## config.mk

```make
export PLATFORM = sky130hd
export DESIGN_NAME = iter_normalizer
export DESIGN_NICKNAME = d
export VERILOG_FILES = /design/src/rtl/norm_pkg.sv /design/src/rtl/iter_normalizer.sv
export SDC_FILE = /design/constraint.sdc
export NUM_CORES = 1
export LEC_CHECK = 0
export ABC_AREA = 1
export BUFFER_PORTS_ARGS = -buffer_cell sky130_fd_sc_hd__buf_4
export CORE_MARGIN = 3
export CORE_UTILIZATION = 50
export CTS_CLUSTER_DIAMETER = 150
export DETAILED_ROUTE_END_ITERATION = 16
export PLACE_DENSITY_LB_ADDON = 0.08
export SETUP_SLACK_MARGIN = 0.02
export SLEW_MARGIN = 20
export SYNTH_ARGS = -nofsm -noshare
export SYNTH_HDL_FRONTEND = slang
export SYNTH_SLANG_ARGS = --single-unit
```

## constraint.sdc

```tcl
create_clock -name clk -period 2.7 [get_ports clk]
set_clock_uncertainty 0.05 [all_clocks]
set_input_delay 0.135 -clock clk [delete_from_list [all_inputs] [get_ports clk]]
set_output_delay 0.135 -clock clk [all_outputs]
set_load 0.1 [all_outputs]
```

## src/rtl/norm_pkg.sv

```systemverilog
// norm_pkg: shared definitions for the leading-one normalizer datapath.
//   - norm_state_e  : normalizer FSM states (IDLE / SHIFT / DONE)
//   - norm_shift_w  : shift-count width for a given data width; matches the
//                     barrel shifter's shift-amount width so results can be
//                     fed straight back through it (2 bits at WIDTH=4).
package norm_pkg;

    localparam int unsigned NORM_DEFAULT_WIDTH = 4;

    typedef enum logic [1:0] {
        ST_IDLE  = 2'd0,
        ST_SHIFT = 2'd1,
        ST_DONE  = 2'd2
    } norm_state_e;

    function automatic int unsigned norm_shift_w(input int unsigned width);
        return $clog2(width);
    endfunction

endpackage

```

## src/rtl/iter_normalizer.sv

```systemverilog
// iter_normalizer: sequential leading-one normalizer. Shifts an accepted word
// left one bit per cycle until its MSB is 1, then presents the normalized word
// and the number of shifts applied. Inverse of a right barrel shift.
//
// Ports:
//   clk        in   clock, rising edge
//   rst        in   synchronous active-high reset
//   in_valid   in   in_data valid
//   in_ready   out  block can accept input (IDLE and not in reset)
//   in_data    in   [WIDTH-1:0] word to normalize
//   out_valid  out  result valid (held until out_ready)
//   out_ready  in   consumer accepts result
//   out_data   out  [WIDTH-1:0] normalized word (MSB=1 unless zero)
//   out_shift  out  [SHIFT_W-1:0] left shifts applied, 0..WIDTH-1
//   out_zero   out  input was all zeros
module iter_normalizer
    import norm_pkg::*;
#(
    parameter int unsigned WIDTH   = NORM_DEFAULT_WIDTH,
    parameter int unsigned SHIFT_W = norm_shift_w(WIDTH)
) (
    input  logic               clk,
    input  logic               rst,
    input  logic               in_valid,
    output logic               in_ready,
    input  logic [WIDTH-1:0]   in_data,
    output logic               out_valid,
    input  logic               out_ready,
    output logic [WIDTH-1:0]   out_data,
    output logic [SHIFT_W-1:0] out_shift,
    output logic               out_zero
);

    norm_state_e        r_state;
    norm_state_e        w_state_nxt;

    logic [WIDTH-1:0]   r_work;
    logic [SHIFT_W-1:0] r_cnt;
    logic [WIDTH-1:0]   r_out_data;
    logic [SHIFT_W-1:0] r_out_shift;
    logic               r_out_zero;

    logic               w_accept;
    logic               w_in_zero;
    logic               w_in_msb;
    logic               w_shift_last;
    logic [WIDTH-1:0]   w_work_shl;
    logic [SHIFT_W-1:0] w_cnt_inc;

    assign w_in_zero    = (in_data == '0);
    assign w_in_msb     = in_data[WIDTH-1];
    // Pre-shift bit WIDTH-2 set means this shift lands a 1 in the MSB.
    assign w_shift_last = r_work[WIDTH-2];
    assign w_work_shl   = {r_work[WIDTH-2:0], 1'b0};
    assign w_cnt_inc    = r_cnt + SHIFT_W'(1);
    assign w_accept     = in_valid && in_ready;

    always_ff @(posedge clk) begin
        if (rst) begin
            r_state <= ST_IDLE;
        end else begin
            r_state <= w_state_nxt;
        end
    end

    always_comb begin
        w_state_nxt = r_state;
        in_ready    = 1'b0;
        out_valid   = 1'b0;
        case (r_state)
            ST_IDLE: begin
                // rst gates in_ready so nothing is accepted on the reset edge.
                in_ready = !rst;
                if (w_accept) begin
                    if (w_in_zero || w_in_msb) begin
                        w_state_nxt = ST_DONE;
                    end else begin
                        w_state_nxt = ST_SHIFT;
                    end
                end
            end
            ST_SHIFT: begin
                if (w_shift_last) begin
                    w_state_nxt = ST_DONE;
                end
            end
            ST_DONE: begin
                out_valid = 1'b1;
                if (out_ready) begin
                    w_state_nxt = ST_IDLE;
                end
            end
            default: begin
                w_state_nxt = ST_IDLE;
            end
        endcase
    end

    // Result registers are separate from the working register so the last
    // result stays visible while the next word is being shifted.
    always_ff @(posedge clk) begin
        if (rst) begin
            r_work      <= '0;
            r_cnt       <= '0;
            r_out_data  <= '0;
            r_out_shift <= '0;
            r_out_zero  <= 1'b0;
        end else begin
            case (r_state)
                ST_IDLE: begin
                    if (w_accept) begin
                        r_work <= in_data;
                        r_cnt  <= '0;
                        if (w_in_zero || w_in_msb) begin
                            r_out_data  <= in_data;
                            r_out_shift <= '0;
                            r_out_zero  <= w_in_zero;
                        end
                    end
                end
                ST_SHIFT: begin
                    r_work <= w_work_shl;
                    r_cnt  <= w_cnt_inc;
                    if (w_shift_last) begin
                        r_out_data  <= w_work_shl;
                        r_out_shift <= w_cnt_inc;
                        r_out_zero  <= 1'b0;
                    end
                end
                default: begin
                end
            endcase
        end
    end

    assign out_data  = r_out_data;
    assign out_shift = r_out_shift;
    assign out_zero  = r_out_zero;

endmodule
```

# Yosys cells after proc, flatten, opt, wreduce, memory -nomap -nowiden
# Index checks and enable logic that the tools add are counted.
# Widths: inputs -> output; s select.
# totals
register_bits,14
input_bits,8
output_inout_bits,9
wordCells,45
# classes
add_sub_neg,1
n_eq_ne,6
mux,23
reduce_logical,9
# op_table
cell,count
$mux 2,8
$mux 4,3
$ne 2x2->1 const B,4
$pmux 2 s2,2
$pmux 4 s2,1
$pmux 2 s3,1
$pmux 3 s2,1
$mux 1,5
$logic_not 4->1,1
$reduce_and 4->1,1
$mux 3,1
$reduce_and 3->1,1
$add 2x1->2 const B,1
$eq 2x1->1 const B,1
$eq 2x2->1 const B,1
$logic_not 2->1,1
$pmux 1 s2,1
$reduce_and 2->1,1
$reduce_bool 2->1,1
$logic_and 1x1->1,1
$logic_not 1->1,1
$logic_or 1x1->1,1

# Longest topological paths before layout
# Gate-level depths: netlist of run 1.
# logic_depth
ltp_word,5
depth_mapped,9
mapped_depth_nobuf,8

# Worst setup path before layout of run 1
# OpenSTA, ideal clock, no wires.
# synth_path
path_kind,reg2out
start,register r_state[0]
end,output port in_ready
t_arrival_ps,2432
t_required_ps,2515
setup_slack_ps,83
path_stages_with_launch,2
n_path_buf,0
cell_sequence,dfxtp_1 > nor3_1
# synth_via
elab_chain_len,2
# synth_rtl
item,line,text
from (decl),iter_normalizer.sv:34,norm_state_e r_state;
from (signal assigned),iter_normalizer.sv:62,r_state <= w_state_nxt;
$logic_not 2->1,iter_normalizer.sv:70,case (r_state)
$mux 1,iter_normalizer.sv:70,
to (decl),iter_normalizer.sv:25,"output logic in_ready,"
# Every way passes these cells.

# Final worst setup path of run 1
# layout_path
start,register r_state[1]
end,output port out_valid
# layout_via
elab_chain_len,2
# layout_rtl
item,line,text
$eq 2x2->1,iter_normalizer.sv:70,
$mux 1,iter_normalizer.sv:70,
to (decl),iter_normalizer.sv:27,"output logic out_valid,"
# Every way passes these cells.

==> reports/metrics.yaml, run 1 <==
hp-class: "in -> reg"
relSlewSlack: 0.775
dpl.hpwl_um: 1070
p_clk_frac: 0.194
cts_resized: 0
diodes: 0
grt_pass1_vias: 558
slew_viol_final: 0
track_usage: 0.147
p_leak_nw: 0.398
layout_min_cycle_time_ns: 1.50
rsz0062_at_grt: "false"
ant_nets: 0
routed_wl_um: 1380
finalCritPeriodShare: 0.554
syn_avg_cell_area_um2: 7.39
io_pins: 17
dieWidth_um: 43.9
die_h_um: 43.9
antenna_found_initial: 0
synth-simple-area-share: 0.408
worst_pin_slew_ns: 0.335
final_area_um2: 866
drtPass1Iterations: 2
path_class: "reg -> out"
clock_path_buffers: 2
synth_compound_area_frac: 0.117
maxCapViolCount: 0
area_growth_pct: 20.8
hold_ws_ns: 0.0225
drtIter0Drc: 12
arrival_ns: 1.31
dieArea_mm2: 0.00192
power_frac_comb: 0.473
synth-xor-area-share: 0
avgViaCountPerCell: 5.06
syn-num-nets: 105
yosysWarnings: 0
core_region_area_mm2: 0.00132
grt_overflow: 0
p_int_mw: 0.412
io_buffers: 16
gp_congestion: 0.788
final_layout_size_suffix_gt1_frac: 0.357
sequentialPowerShare: 0.333
cts_root_buf: "clkbuf_4"
p_switching_mw: 0.368
max_freq_mhz: 668
grt_max_degree: 13
ctsHoldBuffers: 0
finish.utilization: 0.657
clock-sinks: 14
status: "completed"
ir_drop_mv: 0.481
drc: 0
cts_tree: "done"
synth_cell_types: 20
yosysSeqAreaShare: 0.391
finalSetupViolCount: 0
cp.required_ns: 2.52
fin_setup_tns_ns: 0
synthCells: 97
synth-seq-cells: 14
clk_latency_ns: 0.28
wire_per_inst_um: 10.6
synth_top_family_by_area: "simple AND/OR/NAND/NOR gates"
nets: 124
hold_viol_final: 0
fp-row-count: 13
p_per_area_mw_per_mm2: 901
postCtsSetupBuffers: 0
crit_path_max_fanout: 5
cp-end-kind: "output pin"
startpoint_type: "flip-flop"
grt_first_pass_wirelength_um: 2120
synthAdderAreaFrac: 0
path_clk_slew_ns: 0.08
swShare: 0.472
cts_made_buffers: 3
synth_mux_area_frac: 0
via_count: 658
syn_area_um2: 717
initial_core_util: 0.544
place_area_um2: 830
cts_max_level: 1
## layout make-up
cell class	count	area (µm²)
repair buffers	16	120
fillers	128	452
flip-flops and latches	14	280
multi-input cells	72	377
clock buffers	4	36.3
inverters	9	33.8
well taps	15	18.8
## critical path: stages, from the launching register on
cell	delay (ns)
dfxtp_1	0.44
inv_2	0.11
nor2_1	0.15
buf_4	0.31
## per-layer routing
layer  routed length (µm)  part of all wire  vias up  global-route usage
met1                  620              0.45      297               0.156
met2                  665              0.48       13               0.262
met3                   69             0.050        4              0.0249
met4                   27             0.020        0              0.0964
met5                    0                 0        -                   0
li1                     -                 -      344                   -
## synthesized netlist by cell type (all sizes together)
library cell  number  area share
o21a               1       0.010
nand4              1      0.0087
dfxtp             14        0.39
inv                9       0.047
o21bai             1       0.010
o21ai              6       0.047
nor3               1      0.0070
buf                2       0.037
nand2             25        0.18
a21oi              7       0.049
nor2              24        0.17
nand3              4       0.028
or2                2       0.017
## power by group through the flow
stage | combinational (mW) | clock, mW | sequential, mW
global placement | 0.367 | 0 | 0.264
detailed placement | 0.371 | 0 | 0.265
finish | 0.369 | 0.151 | 0.260
global route | 0.391 | 0.165 | 0.265
floorplan | 0.182 | 0 | 0.395
CTS | 0.372 | 0.156 | 0.260
## through the flow
step | std cells | total power, mW | worst slack, ns
2_1_floorplan | 97 | 0.577 | 0.0831
3_3_place_gp | 126 | 0.631 | 1.36
3_5_place_dp | 126 | 0.636 | 1.32
4_1_cts | 130 | 0.788 | 1.20
5_1_grt | 130 | 0.820 | 1.12
6_report | 130 | 0.780 | 1.20
## placed cells by master, fill, tap and decap left out, drive strengths merged
master | Yosys | routed
nor2 | 24 | 24
nand4 | 1 | 1
nand3 | 4 | 4
a21oi | 7 | 7
o21ai | 6 | 6
dfxtp | 14 | 14
inv | 9 | 9
nand2 | 25 | 25
o21bai | 1 | 1
or2 | 2 | 2
o21a | 1 | 1
buf | 2 | 16
nor3 | 1 | 1
clkbuf | 0 | 4
## sequential cells by signal (all words and copies together) (netlist names)
| signal | count |
|---|---|
| out_data | 4 |
| r_state | 2 |
| out_zero | 1 |
| r_work | 3 |
| out_shift | 2 |
| r_cnt | 2 |
## final timing paths
| check | slack [ns] | start | to | cells after the start |
|---|---|---|---|---|
| setup reg to reg | 1.31 | r_state[0]$_SDFFE_PP0P_ | out_data[0]$_SDFFE_PP0P_ | 7 |
| hold reg to reg | 0.42 | r_work[0]$_SDFFE_PP0P_ | r_work[0]$_SDFFE_PP0P_ | 2 |
| setup / recovery | 1.20 | r_state[1]$_SDFFE_PP0P_ | out_valid | 3 |
| hold / removal | 0.02 | rst | r_state[0]$_SDFFE_PP0P_ | 2 |
## cells by family (layout without fill, tap and decap cells)
kind of cell,count (synthesis),count (layout)
buffers and inverters,11,29
flip-flops,14,14
AO/OA/AOI/OAI,15,15
AND/OR/NAND/NOR,57,57
Power figures use the tool's default switching activity.
==> run 2, diff against run 1 <==
--- a/config.mk
+++ b/config.mk
@@ -5,10 +5,10 @@
 export SDC_FILE = /design/constraint.sdc
 export NUM_CORES = 1
 export LEC_CHECK = 0
-export ABC_AREA = 1
+export ABC_AREA = 0
 export BUFFER_PORTS_ARGS = -buffer_cell sky130_fd_sc_hd__buf_4
 export CORE_MARGIN = 3
-export CORE_UTILIZATION = 50
+export CORE_UTILIZATION = 48
 export CTS_CLUSTER_DIAMETER = 150
 export DETAILED_ROUTE_END_ITERATION = 16
 export PLACE_DENSITY_LB_ADDON = 0.08
==> constraint.sdc (replaced) <==
create_clock -name clk -period 1.4 [get_ports clk]
set_clock_uncertainty 0.05 [all_clocks]
set_input_delay 0.07 -clock clk [delete_from_list [all_inputs] [get_ports clk]]
set_output_delay 0.07 -clock clk [all_outputs]
set_load 0.1 [all_outputs]
==> run 2 against run 1 <==
Compared with the run above:
- sequential power increased by 70%
- count of clock-buffer cells in the layout did not move
- non-clock buffer count rose by 5
- critical endpoint is now out_data[1]$_SDFFE_PP0P_
==> reports/metrics.yaml, run 2 <==
ff2ff_setup_slack_ns: 0.05  # -1.26 ns
multi_input_area_um2: 359  # -4.7%
status: "completed"
syn_area_um2: 642  # -10%
finalSetupViolCount: 0  # unchanged
io_pins: 17  # unchanged
slew_viol_final: 0  # unchanged
netlist_top_cells_count: "14 x dfxtp_1, 13 x nor2_1, 5 x a211oi_1, 5 x nand2b_1, 4 x mux2i_1"
final_layout_size_suffix_gt1_frac: 0.438  # +0.0817
yosysWarnings: 0  # unchanged
crit_path_max_fanout: 6  # +1
slowest_delay_ns: 0.38  # -0.06 ns
arrival_ns: 1.49  # +0.18 ns
cp.required_ns: 1.54  # -0.98 ns
p_switching_mw: 0.330  # -10%
grt_first_pass_wirelength_um: 2240  # +5.9%
io_buffers: 16  # unchanged
crit_chain: "nor4b_4, o32a_2, buf_4, nor2_2, a211oi_2"
p_clk_frac: 0.278  # +0.084
cp_top_family: "compound AO/OA/AOI/OAI gates"
startpoint_type: "flip-flop"
die_h_um: 42.6  # -3.0%
synth_cell_types: 25  # +25%
fillers: 95  # -26%
clk_latency_ns: 0.27  # about the same
drtPass1Iterations: 4  # +2
setup_ws_ns: 0.0463  # -1.16 ns
dpl.hpwl_um: 956  # -10%
p_int_mw: 0.686  # +67%
area_growth_pct: 38.2
fp-row-count: 12  # -1
clock-sinks: 14  # unchanged
dieWidth_um: 42.6  # -3.0%
ant_nets: 0  # unchanged
synth_top_area_frac: 0.437  # +0.0457
drtIter0Drc: 10  # -2
async_flop_share: 0  # unchanged
swShare: 0.325  # -0.147
path_class: "reg -> reg"
avgViaCountPerCell: 5.24  # +3.6%
layout_min_cycle_time_ns: 1.35
grt_pass1_vias: 522  # -6.5%
rsz0062_at_grt: "true"
track_usage: 0.161  # +0.0138
layout_commonest_cell: "buf_4"
seqCellArea_um2: 285  # +1.8%
cts_max_level: 1  # unchanged
ir_drop_mv: 0.754  # +57%
slowest_stage: "dfxtp_4"
yosysTopAreaCell: "dfxtp_1"
core_region_area_mm2: 0.00119  # -10%
path_clk_slew_ns: 0.09  # about the same
largest_reg_flops: 4  # unchanged
p_leak_nw: 0.376  # -5.5%
syn-num-nets: 76  # -28%
cts_tree: "done"
dieArea_mm2: 0.00181  # -5.8%
drc: 0  # unchanged
synth_flop_cell: "dfxtp_1"
hold_viol_final: 0  # unchanged
sequentialPowerShare: 0.435  # +0.102
max_freq_mhz: 739
antenna_found_initial: 0  # unchanged
yosysSeqAreaShare: 0.437  # +0.0457
mostFrequentLayoutCells: "17 x buf_4, 13 x nor2_1, 12 x dfxtp_1"
finalCritPeriodShare: 0.967
power_frac_comb: 0.287  # -0.186
worst_pin_slew_ns: 0.348  # +0.0129 ns
grt_overflow: 0  # unchanged
synth.most_common_cell: "dfxtp_1"
ys_top_cells_by_area: "dfxtp_1 44%, nor2_1 7.6%, mux2i_1 6.2%"
grt_max_degree: 17  # +4
synth-seq-cells: 14  # unchanged
pre_cts_ws_ns: 0.0419  # -1.28 ns
cp-end-kind: "flip-flop"
routed_wl_um: 1330  # -4.2%
p_per_area_mw_per_mm2: 1150  # +27%
cp_num_buf_inv: 1  # -1
wire_per_inst_um: 12.9  # +21%
via_count: 540  # -18%
nets: 98  # -21%
hp-class: "in -> reg"
fin_setup_tns_ns: 0  # unchanged
postCtsSetupBuffers: 0  # unchanged
maxCapViolCount: 0  # unchanged
ctsHoldBuffers: 0  # unchanged
synth-edff-count: 0  # unchanged
initial_core_util: 0.541  # -0.00302
syn_avg_cell_area_um2: 9.44  # +28%
clock_path_buffers: 2  # unchanged
cts_made_buffers: 3  # unchanged
synthCells: 68  # -30%
relSlewSlack: 0.767  # -0.00803
cts_root_buf: "clkbuf_4"
gp_congestion: 0.729  # -7.5%
diodes: 0  # unchanged
## run 2: cell types whose count changed in the layout (fill, tap and decap cells not counted), sizes merged, moves of 2 or more
cell,delta
nand2,-25
nor2,-9
mux2i,+4
nand3,-3
a21oi,-3
nor3,+2
nand2b,+5
a211oi,+5
o21ai,-5
inv,-8
buf,+5
## run 2: logic make-up after synthesis
kind of cell | after synthesis | share of synthesized area
compound gates | 14 | 0.162
simple gates | 31 | 0.275
buf+inv | 5 | 0.0643
flops | 14 | 0.437
mux | 4 | 0.0624
## run 2: final cells by class
type | count | share of cell area
clock buffer | 4 | 0.0409
inverter | 1 | 0.00423
multi-input combinational | 49 | 0.405
sequential | 14 | 0.322
tap | 14 | 0.0197
timing repair buffer | 21 | 0.209
## run 2: routing by layer
layer	vias up	track usage	part of all wire
met4	0	0.0373	0
met5	-	0	0
li1	285	-	-
met1	241	0.213	0.49
met3	0	0.0601	0.050
met2	14	0.246	0.46
## run 2: per-stage QoR
step                      cell area [µm²]  utilization  hold WS [ns]  cells  power (mW)
after floorplan                       661            -        0.0928     68       0.653
after global routing                  887        0.748        0.0148    103        1.07
final                                 887        0.748        0.0321    103        1.02
after CTS                             847        0.714        0.0308    103        1.00
after detailed placement              798        0.673         0.318     99       0.716
after global placement                798        0.673         0.319     99       0.713
## run 2: worst paths after layout
check	start	to	cells after the start
max	r_state[0]$_SDFFE_PP0P_	out_data[1]$_SDFFE_PP0P_	5
min	in_data[3]	r_state[0]$_SDFFE_PP0P_	3
max reg2reg	r_state[0]$_SDFFE_PP0P_	out_data[1]$_SDFFE_PP0P_	5
min reg2reg	out_data[0]$_SDFFE_PP0P_	out_data[0]$_SDFFE_PP0P_	2
## run 2: repair_timing
item                       CTS  global route
setup endpoints to repair    3            14
pin swaps                    0             1
gates resized for setup      3            11
## run 2: power groups by stage
stage	Clock, mW	Combinational [mW]	Sequential, mW
after detailed placement	0	0.268	0.448
after CTS	0.290	0.275	0.439
after floorplan	0	0.140	0.513
final	0.283	0.292	0.441
after global placement	0	0.265	0.447
after global routing	0.320	0.309	0.445
## run 2: worst register-to-register path, delay by kind of cell, from the launching register on
kind	cells	cell delay (ns)
compound gates	2	0.41
flops	1	0.38
simple gates	2	0.28
buf+inv	1	0.15
